<file path="config.mk">
export PLATFORM = sky130hd
export DESIGN_NAME = maj_net_sequencer
export DESIGN_NICKNAME = d
export VERILOG_FILES = /design/src/rtl/maj_net_sequencer.sv
export SDC_FILE = /design/constraint.sdc
export NUM_CORES = 1
export LEC_CHECK = 0
export CORE_MARGIN = 1.5
export CORE_UTILIZATION = 54
export DETAILED_ROUTE_END_ITERATION = 16
export PLACE_DENSITY_LB_ADDON = 0.25
export SYNTH_ARGS = -nofsm -noshare
export SYNTH_HDL_FRONTEND = slang
export SYNTH_SLANG_ARGS = --single-unit
</file>
<file path="constraint.sdc">
create_clock -name clk -period 2.5 [get_ports clk]
set_input_delay 0.375 -clock clk [delete_from_list [all_inputs] [get_ports clk]]
set_output_delay 0.375 -clock clk [all_outputs]
set_load 0.1 [all_outputs]
</file>
<file path="src/rtl/maj_net_sequencer.sv">
// Time-multiplexed evaluator for programmable MAJ-3 gate networks over NUM_IN primary inputs.
// One gate per cycle is resolved from a loaded program; the last gate's value is returned over valid/ready.
module maj_net_sequencer #(
    parameter int NUM_IN    = 7,
    parameter int MAX_GATES = 8,
    parameter int SEL_W     = 4
) (
    input  logic               clk,
    input  logic               rst_n,
    input  logic               cfg_we,
    input  logic [2:0]         cfg_addr,
    input  logic [3*SEL_W-1:0] cfg_data,
    input  logic               cfg_len_we,
    input  logic [3:0]         cfg_len,
    input  logic               in_valid,
    output logic               in_ready,
    input  logic [NUM_IN-1:0]  x,
    output logic               out_valid,
    input  logic               out_ready,
    output logic               out,
    output logic               busy,
    output logic               cfg_err
);

    localparam int OPS_W = 1 << SEL_W;

    typedef enum logic [1:0] {
        ST_IDLE = 2'd0,
        ST_EVAL = 2'd1,
        ST_DONE = 2'd2
    } state_t;

    state_t                 state_r;
    logic [3*SEL_W-1:0]     prog_r [MAX_GATES];
    logic [3:0]             len_r;
    logic [NUM_IN-1:0]      x_r;
    logic [MAX_GATES-1:0]   w_r;
    logic [2:0]             k_r;
    logic                   in_ready_r;
    logic                   out_valid_r;
    logic                   out_r;
    logic                   busy_r;
    logic                   cfg_err_r;

    logic                   idle_s;
    logic                   addr_ok_s;
    logic                   len_legal_s;
    logic                   slot_wr_s;
    logic                   len_wr_s;
    logic                   cfg_err_s;
    logic [3:0]             len_nxt_s;
    logic [3*SEL_W-1:0]     gate_s;
    logic [OPS_W-1:0]       ops_s;
    logic                   res_s;
    logic                   last_s;

    function automatic logic maj3(input logic a, input logic b, input logic c);
        return (a & b) | (a & c) | (b & c);
    endfunction

    // Config write qualification: writes land only in IDLE and only with legal values
    always_comb begin
        idle_s      = (state_r == ST_IDLE);
        addr_ok_s   = (int'(cfg_addr) < MAX_GATES);
        len_legal_s = (cfg_len != 4'd0) && (int'(cfg_len) <= MAX_GATES);
        slot_wr_s   = cfg_we && idle_s && addr_ok_s;
        len_wr_s    = cfg_len_we && idle_s && len_legal_s;
        cfg_err_s   = (cfg_we && !slot_wr_s) || (cfg_len_we && !len_wr_s);
        if (len_wr_s) begin
            len_nxt_s = cfg_len;
        end else begin
            len_nxt_s = len_r;
        end
    end

    // Operand space is {w, x, 0} so a selector indexes it directly; w regs not yet written read 0
    always_comb begin
        ops_s                      = '0;
        ops_s[NUM_IN+MAX_GATES:0]  = {w_r, x_r, 1'b0};
        gate_s                     = prog_r[k_r];
        res_s  = maj3(ops_s[gate_s[SEL_W-1:0]],
                      ops_s[gate_s[2*SEL_W-1:SEL_W]],
                      ops_s[gate_s[3*SEL_W-1:2*SEL_W]]);
        last_s = ({1'b0, k_r} == (len_r - 4'd1));
    end

    // Program store, length and rejected-write pulse
    always_ff @(posedge clk or negedge rst_n) begin
        if (!rst_n) begin
            for (int i = 0; i < MAX_GATES; i++) begin
                prog_r[i] <= '0;
            end
            len_r     <= 4'd0;
            cfg_err_r <= 1'b0;
        end else begin
            if (slot_wr_s) begin
                prog_r[cfg_addr] <= cfg_data;
            end
            len_r     <= len_nxt_s;
            cfg_err_r <= cfg_err_s;
        end
    end

    // Sequencer FSM with registered handshake outputs
    always_ff @(posedge clk or negedge rst_n) begin
        if (!rst_n) begin
            state_r     <= ST_IDLE;
            x_r         <= '0;
            w_r         <= '0;
            k_r         <= 3'd0;
            in_ready_r  <= 1'b0;
            out_valid_r <= 1'b0;
            out_r       <= 1'b0;
            busy_r      <= 1'b0;
        end else begin
            case (state_r)
                ST_IDLE: begin
                    if (in_valid && in_ready_r) begin
                        x_r        <= x;
                        w_r        <= '0;
                        k_r        <= 3'd0;
                        in_ready_r <= 1'b0;
                        busy_r     <= 1'b1;
                        state_r    <= ST_EVAL;
                    end else begin
                        in_ready_r <= (len_nxt_s != 4'd0);
                    end
                end
                ST_EVAL: begin
                    w_r[k_r] <= res_s;
                    if (last_s) begin
                        out_r       <= res_s;
                        out_valid_r <= 1'b1;
                        state_r     <= ST_DONE;
                    end else begin
                        k_r <= k_r + 3'd1;
                    end
                end
                ST_DONE: begin
                    if (out_ready) begin
                        out_valid_r <= 1'b0;
                        busy_r      <= 1'b0;
                        in_ready_r  <= (len_r != 4'd0);
                        state_r     <= ST_IDLE;
                    end
                end
                default: begin
                    out_valid_r <= 1'b0;
                    busy_r      <= 1'b0;
                    in_ready_r  <= 1'b0;
                    state_r     <= ST_IDLE;
                end
            endcase
        end
    end

    assign in_ready  = in_ready_r;
    assign out_valid = out_valid_r;
    assign out       = out_r;
    assign busy      = busy_r;
    assign cfg_err   = cfg_err_r;

endmodule

</file>
==> impl_metrics.toml, run 1 <==
[placement]
dp_hpwl_mm = 9.65
post_dp_cell_area_um2 = 6990
place_congestion = 0.928
portBuffers = 36
pre_cts_ws_ns = -0.345

[floorplan]
die_width_um = 111
ios = 37
dieArea_um2 = 12300
die_h_um = 111
num_rows = 39
start_util_pct = 55.1
fp.coreArea_um2 = 11400

[grt]
antenna_found_initial = 0
met1_usage_pct = 32.8
top_usage_layer = "met2"
grt_pass1_vias = 4696
grt_first_pass_wirelength_mm = 24.4
grt_usage_pct = 26.0
grt_overflow = 0
grt_max_degree = 44
met2_usage_pct = 42.4
grt_util_met3_pct = 6.18

[worst_hold_path]
hold_class = "input pin to flip-flop"
hold_depth = 3

[detailed_routing]
detailedRoute.firstPassIterationCount = 4
drt_iter0_drc = 211
drt_wl_total_mm = 14.8
detail-route-antenna-nets = 0
num_vias = 4361
drc = 0
viasPerCell = 5.97
wire_per_inst_um = 20.3

[power_and_ir_drop]
finalPower_mw = 11.7
cellPowerDensity_nw_per_um2 = 1480
ir_drop_mv = 1.05
cellLeakagePower_nw = 3.43

[clocking]
cts_buffer_depth = 2
cts_buffers = 17
clkSlewWorstSetupHoldPaths_ns = 0.05
cts_sinks = 125
worst_skew_pair.late_latency_ns = 0.42
tritoncts = "yes"
cts-root-buf = "clkbuf_16"
h-tree-depth = 4

[synth]
yosysWarnings = 0
synth-xor-area-share_pct = 0.699
synth_edf_count = 0
synth_top_family_by_area = "multiplexers"
async_reset_ff_share_pct = 100
synth.yosys.seq_area_share_pct = 49.9
mappedNetlistArea_um2 = 6270
synth_top_flop_cell = "dfrtp_1"
ys_ff_latch = 125
synthesis.nets = 526
yosys.area_share.simple_pct = 9.14
synthAdderAreaFrac_pct = 0.619
synth_compound_area_share_pct = 5.61
synth.avg_cell_area_um2 = 12.7
synthMuxAreaShare_pct = 31.1
syn_inst = 492
yosysUniqueCellTypes = 52

[cells_and_area]
fin_util_pct = 69.2
layout_commonest_cell = "dfrtp_1"
n_fill_cell = 793
layout-drive-gt1-share_pct = 41.2
final_area_um2 = 7870
diodes = 0
syn2layout_area_growth_pct = 25.6
layout.nets = 609
mostFrequentLayoutCells = "dfrtp_1, mux2_2, buf_4"

[sta]
period_needed_ns = 2.78
setup_viol = 9
worst_pin_slew_ns = 0.609
slew-limit-headroom_pct = 59.4
max_freq_mhz = 360
period_share_pct = 111
rsz0062_at_grt = "yes"
final_hold_viol_count = 0
fin_skew_ns = 0.00909
fin_ws_ns = -0.278
slew_viol_final = 0

[worst_setup_path]
start_kind = "flip-flop"
r2r_cells = 8
crit_arrival_ns = 3.07
end_kind = "flip-flop"
path_class = "flip-flop to flip-flop"
critPathMaxFanout = 7
crit_required_ns = 2.79

[flow_run]
drv_cap = 0

[status]
violations = "negative setup slack"
status = "finished, violations left"
-- critical path, stage by stage (launching register included) --
cell     delay [ns]
dfrtp_2        0.49
buf_4          0.16
mux4_2         0.50
mux2_4         0.34
mux4_2         0.43
a32oi_1        0.20
and3_4         0.22
maj3_4         0.23
mux2i_2        0.08
-- through the flow --
stage | setup TNS, ns | std cells | hold WS (ns)
2_1_floorplan | -0.396 | 492 | 0.0794
3_3_place_gp | -2.39 | 684 | 0.408
3_5_place_dp | -2.66 | 684 | 0.419
4_1_cts | -1.73 | 727 | 0.480
5_1_grt | -3.01 | 730 | 0.498
6_report | -2.36 | 730 | 0.486
-- cells in the mapped netlist, types with 2 or more instances --
library cell / n / share of area (%)
nand2b_1: 4 / 0.40
xor2_1: 2 / 0.28
o21ai_0: 12 / 0.96
nor3b_1: 3 / 0.36
a21oi_1: 7 / 0.56
xnor2_1: 3 / 0.42
dfrtp_1: 125 / 50
a211oi_1: 2 / 0.24
a32oi_1: 2 / 0.28
ha_1: 2 / 0.40
nand3_1: 13 / 1.0
inv_1: 12 / 0.72
clkbuf_1: 12 / 0.72
nand2_1: 47 / 2.8
mux2i_4: 2 / 0.72
nor3_1: 11 / 0.88
mux2_2: 105 / 19
mux4_2: 19 / 6.8
nand4_1: 2 / 0.20
mux2i_2: 3 / 0.66
o21ai_2: 5 / 0.70
or4_1: 2 / 0.24
buf_6: 2 / 0.36
mux4_1: 4 / 1.7
nor2_1: 20 / 1.2
mux2i_1: 15 / 2.4
a31oi_1: 7 / 0.70
o22a_1: 2 / 0.28
buf_2: 7 / 0.56
or3_1: 4 / 0.40
and3_1: 6 / 0.60
nor2b_1: 3 / 0.30
nor4_1: 2 / 0.20
buf_4: 4 / 0.48
o22ai_1: 3 / 0.30
o31ai_1: 2 / 0.24
-- layer usage --
layer / vias to the layer above / wire length [µm]
li1: 1979 / -
met1: 2213 / 6360
met2: 131 / 7180
met3: 38 / 799
met4: 0 / 477
met5: - / 0
-- flip-flops by register name, summed over array words and instances (netlist names), 2 cells and up --
signal and flops:
prog_r 96, w_r 8, x_r 7, len_r 4, k_r 3, state_r 2
-- power breakdown --
part / internal, mW / switching [mW] / total [mW]
combinational: 2.81 / 2.57 / 5.38
clock: 1.68 / 0.888 / 2.57
sequential: 3.02 / 0.685 / 3.70
total: 7.51 / 4.14 / 11.7
-- cells by family (layout without fill, tap and decap cells) --
| group | Yosys count | after routing |
|---|---|---|
| mux | 148 | 148 |
| flops | 125 | 125 |
| simple gates | 121 | 121 |
| compound gates | 52 | 52 |
| buf+inv | 38 | 132 |
| xor+xnor | 5 | 5 |
| fa+ha+maj | 3 | 4 |
-- layout make-up --
cell class              instances  area [µm²]  area share, %
multi-input cells             330        3050           38.7
repair buffers                 89         852           10.8
clock inverters                11         168           2.13
flip-flops and latches        125        3130           39.8
inverters                      12        48.8          0.620
clock buffers                  20         447           5.67
well taps                     143         179           2.27
-- final timing paths --
kind,startpoint,slack (ns),end
worst min register to register,prog_r[42],0.50,prog_r[42]
worst max register to register,k_r[1],-0.28,w_r[2]
max in group asynchronous,rst_n,1.36,prog_r[70]
worst max-delay path,k_r[1],-0.28,w_r[2]
min in group asynchronous,rst_n,0.51,prog_r[52]
worst min-delay path,x[6],0.49,x_r[6]
-- repair_timing --
| action | in CTS | in global routing |
|---|---|---|
| cloned | 3 | 0 |
| hold endpoints to repair | 41 | 0 |
| resized for setup | 17 | 4 |
| setup buffers | 8 | 3 |
| hold buffers | 1 | 0 |
| endpoints found under the setup margin | 9 | 9 |
| pin swaps | 6 | 3 |
(Power assumes the default switching activity.)
==> run 2, diff against run 1 <==
Settings changed: SLEW_MARGIN from default to 15.
==> results of run 2 <==
No change in the layout: final DEF, timing and power equal those of run 1.
==> run 3, diff against run 2 <==
Settings changed: REMOVE_ABC_BUFFERS from default to 1.
==> run 3 against run 2 <==
  * The flow still finishes with violations (negative setup slack)
  * Routed wire length is 1.6% higher
  * Non-clock buffer count is 1 lower
  * Global-route usage increased by 0.35 points
  * Critical endpoint is now w_r[6]
==> impl_metrics.toml, run 3 (same netlist as run 1, synthesis figures left out) <==
[status]
status = "finished, violations left"
violations = "negative setup slack"

[detailed_routing]
wire_per_inst_um = 20.7
met3WireLength_um = 831
met2_length_mm = 7.21
detailedRoute.firstPassIterationCount = 5
drt_wl_total_mm = 15.1
drt_iter0_drc = 350
top_layer = "met4"
detail-route-antenna-nets = 0
viasPerCell = 6.15
drt-met1-wl_mm = 6.52
num_vias = 4470
drc = 0

[power_and_ir_drop]
ir_drop_mv = 1.18
p_comb_share_pct = 47.1
intPower_mw = 7.45
seqPwrFrac_pct = 32.0
power.share.switching_pct = 35.7
pwr-share-clk_pct = 20.8
cellPowerDensity_nw_per_um2 = 1480
cellLeakagePower_nw = 3.40
power.switching_mw = 4.13

[worst_setup_path]
cp_top_family = "multiplexers"
reg2reg_to = "w_r[6]"
cp-startpoint = "k_r[1]"
crit_buf_inv = 0
slowest_delay_ns = 0.54
path_class = "flip-flop to flip-flop"
crit_arrival_ns = 3.00
cp_num_cells = 7
crit_required_ns = 2.80
crit_top_cell = "mux4_2"
critPathMaxFanout = 5
end_kind = "flip-flop"
crit_path_end = "w_r[6]"
r2r-start = "k_r[1]"
critPathSlowestCell = "mux4_2"
r2r_cells = 7
start_kind = "flip-flop"
worstPathCellList = "mux4_2, mux2_4, mux4_2, a32oi_1, and3_1, maj3_2, o21ai_2"
r2r_slack_ns = -0.20

[floorplan]
die_width_um = 111
die_h_um = 111
num_rows = 39
ios = 37
fp.coreArea_um2 = 11400
dieArea_um2 = 12300
start_util_pct = 55.1

[cells_and_area]
finalNonFillerCells = 727
reg_top3 = "prog_r (96), w_r (8), x_r (7)"
layout.nets = 608
largest_reg_flops = 96
diodes = 0
layout_commonest_cell = "dfrtp_1"
mostFrequentLayoutCells = "dfrtp_1, mux2_2, nand2_1"
top_register = "prog_r"
syn2layout_area_growth_pct = 24.9
layout-drive-gt1-share_pct = 40.8

[placement]
dp_cells = 688
place_congestion = 0.933
dp_hpwl_mm = 9.70
pre_cts_ws_ns = -0.374
portBuffers = 36

[sta]
worst_pin_slew_ns = 0.603
slew-limit-headroom_pct = 59.7
fin_skew_ns = 0.00509
max_freq_mhz = 370
rsz0062_at_grt = "yes"
slew_viol_final = 0
holdWs_ns = 0.341
final_hold_viol_count = 0
setup_viol = 9
period_share_pct = 108
period_needed_ns = 2.70
setup_tns_ns = -1.68
fin_ws_ns = -0.202

[grt]
grt_pass1_vias = 4657
grt_overflow = 0
grt_first_pass_wirelength_mm = 24.8
grt_usage_pct = 26.3
antenna_found_initial = 0
grt_max_degree = 65

[clocking]
cts_buffers = 17
tritoncts = "yes"
cts_buffer_depth = 2
cts_sinks = 125
cts-root-buf = "clkbuf_16"
h-tree-depth = 4
worst_skew_pair.late_latency_ns = 0.42
clkSlewWorstSetupHoldPaths_ns = 0.05

[worst_hold_path]
hold_class = "input pin to asynchronous set/reset pin"

[flow_run]
drv_cap = 0
[run 3: timing repair]
item                                    CTS  global route
hold endpoints to repair                  7             0
buffers inserted                          7             1
resized for setup                        19             7
endpoints found under the setup margin    9             9
hold buffers                              1             0
gates cloned                              2             0
pin swaps                                10            10
[run 3: power by group through the flow]
stage          clock network (mW)  registers [mW]  logic [mW]
4_1_cts                      2.44            3.68        5.31
3_5_place_dp                    0            3.67        4.85
3_3_place_gp                    0            3.61        4.69
2_1_floorplan                   0            3.83        3.14
6_report                     2.41            3.71        5.46
5_1_grt                      2.54            3.81        5.85
[run 3: layout make-up]
class                           count  area, µm²
Clock inverter                      6       85.1
Inverter                           12       45.0
Sequential cell                   125       3130
Tap cell                          143        179
Fill cell                         793       3540
Clock buffer                       23        498
Multi-Input combinational cell    330       3030
Timing Repair Buffer               88        861
[run 3: metrics by stage]
stage	total power, mW	cell area (µm²)	utilization (%)
after detailed placement	8.52	7050	62.0
after global routing	12.2	7830	68.9
after CTS	11.4	7820	68.7
after floorplan	6.97	6130	-
final	11.6	7830	68.9
after global placement	8.31	7050	62.0
[run 3: how the worst min path moves through the flow]
stage / depth (start not counted) / end / slack, ns
floorplan: 0 / busy / 0.08
CTS: 2 / len_r[2] / 0.33
detailed placement: 1 / in_ready / 0.23
global route: 2 / prog_r[30] / 0.33
global placement: 1 / len_r[2] / 0.22
finish: 2 / prog_r[30] / 0.34
[run 3: per-layer routing]
| metal | vias up | global-route usage (%) |
|---|---|---|
| li1 | 1991 | - |
| met1 | 2281 | 33.8 |
| met2 | 152 | 43.3 |
| met3 | 46 | 6.40 |
| met4 | 0 | 10.3 |
| met5 | - | 0 |
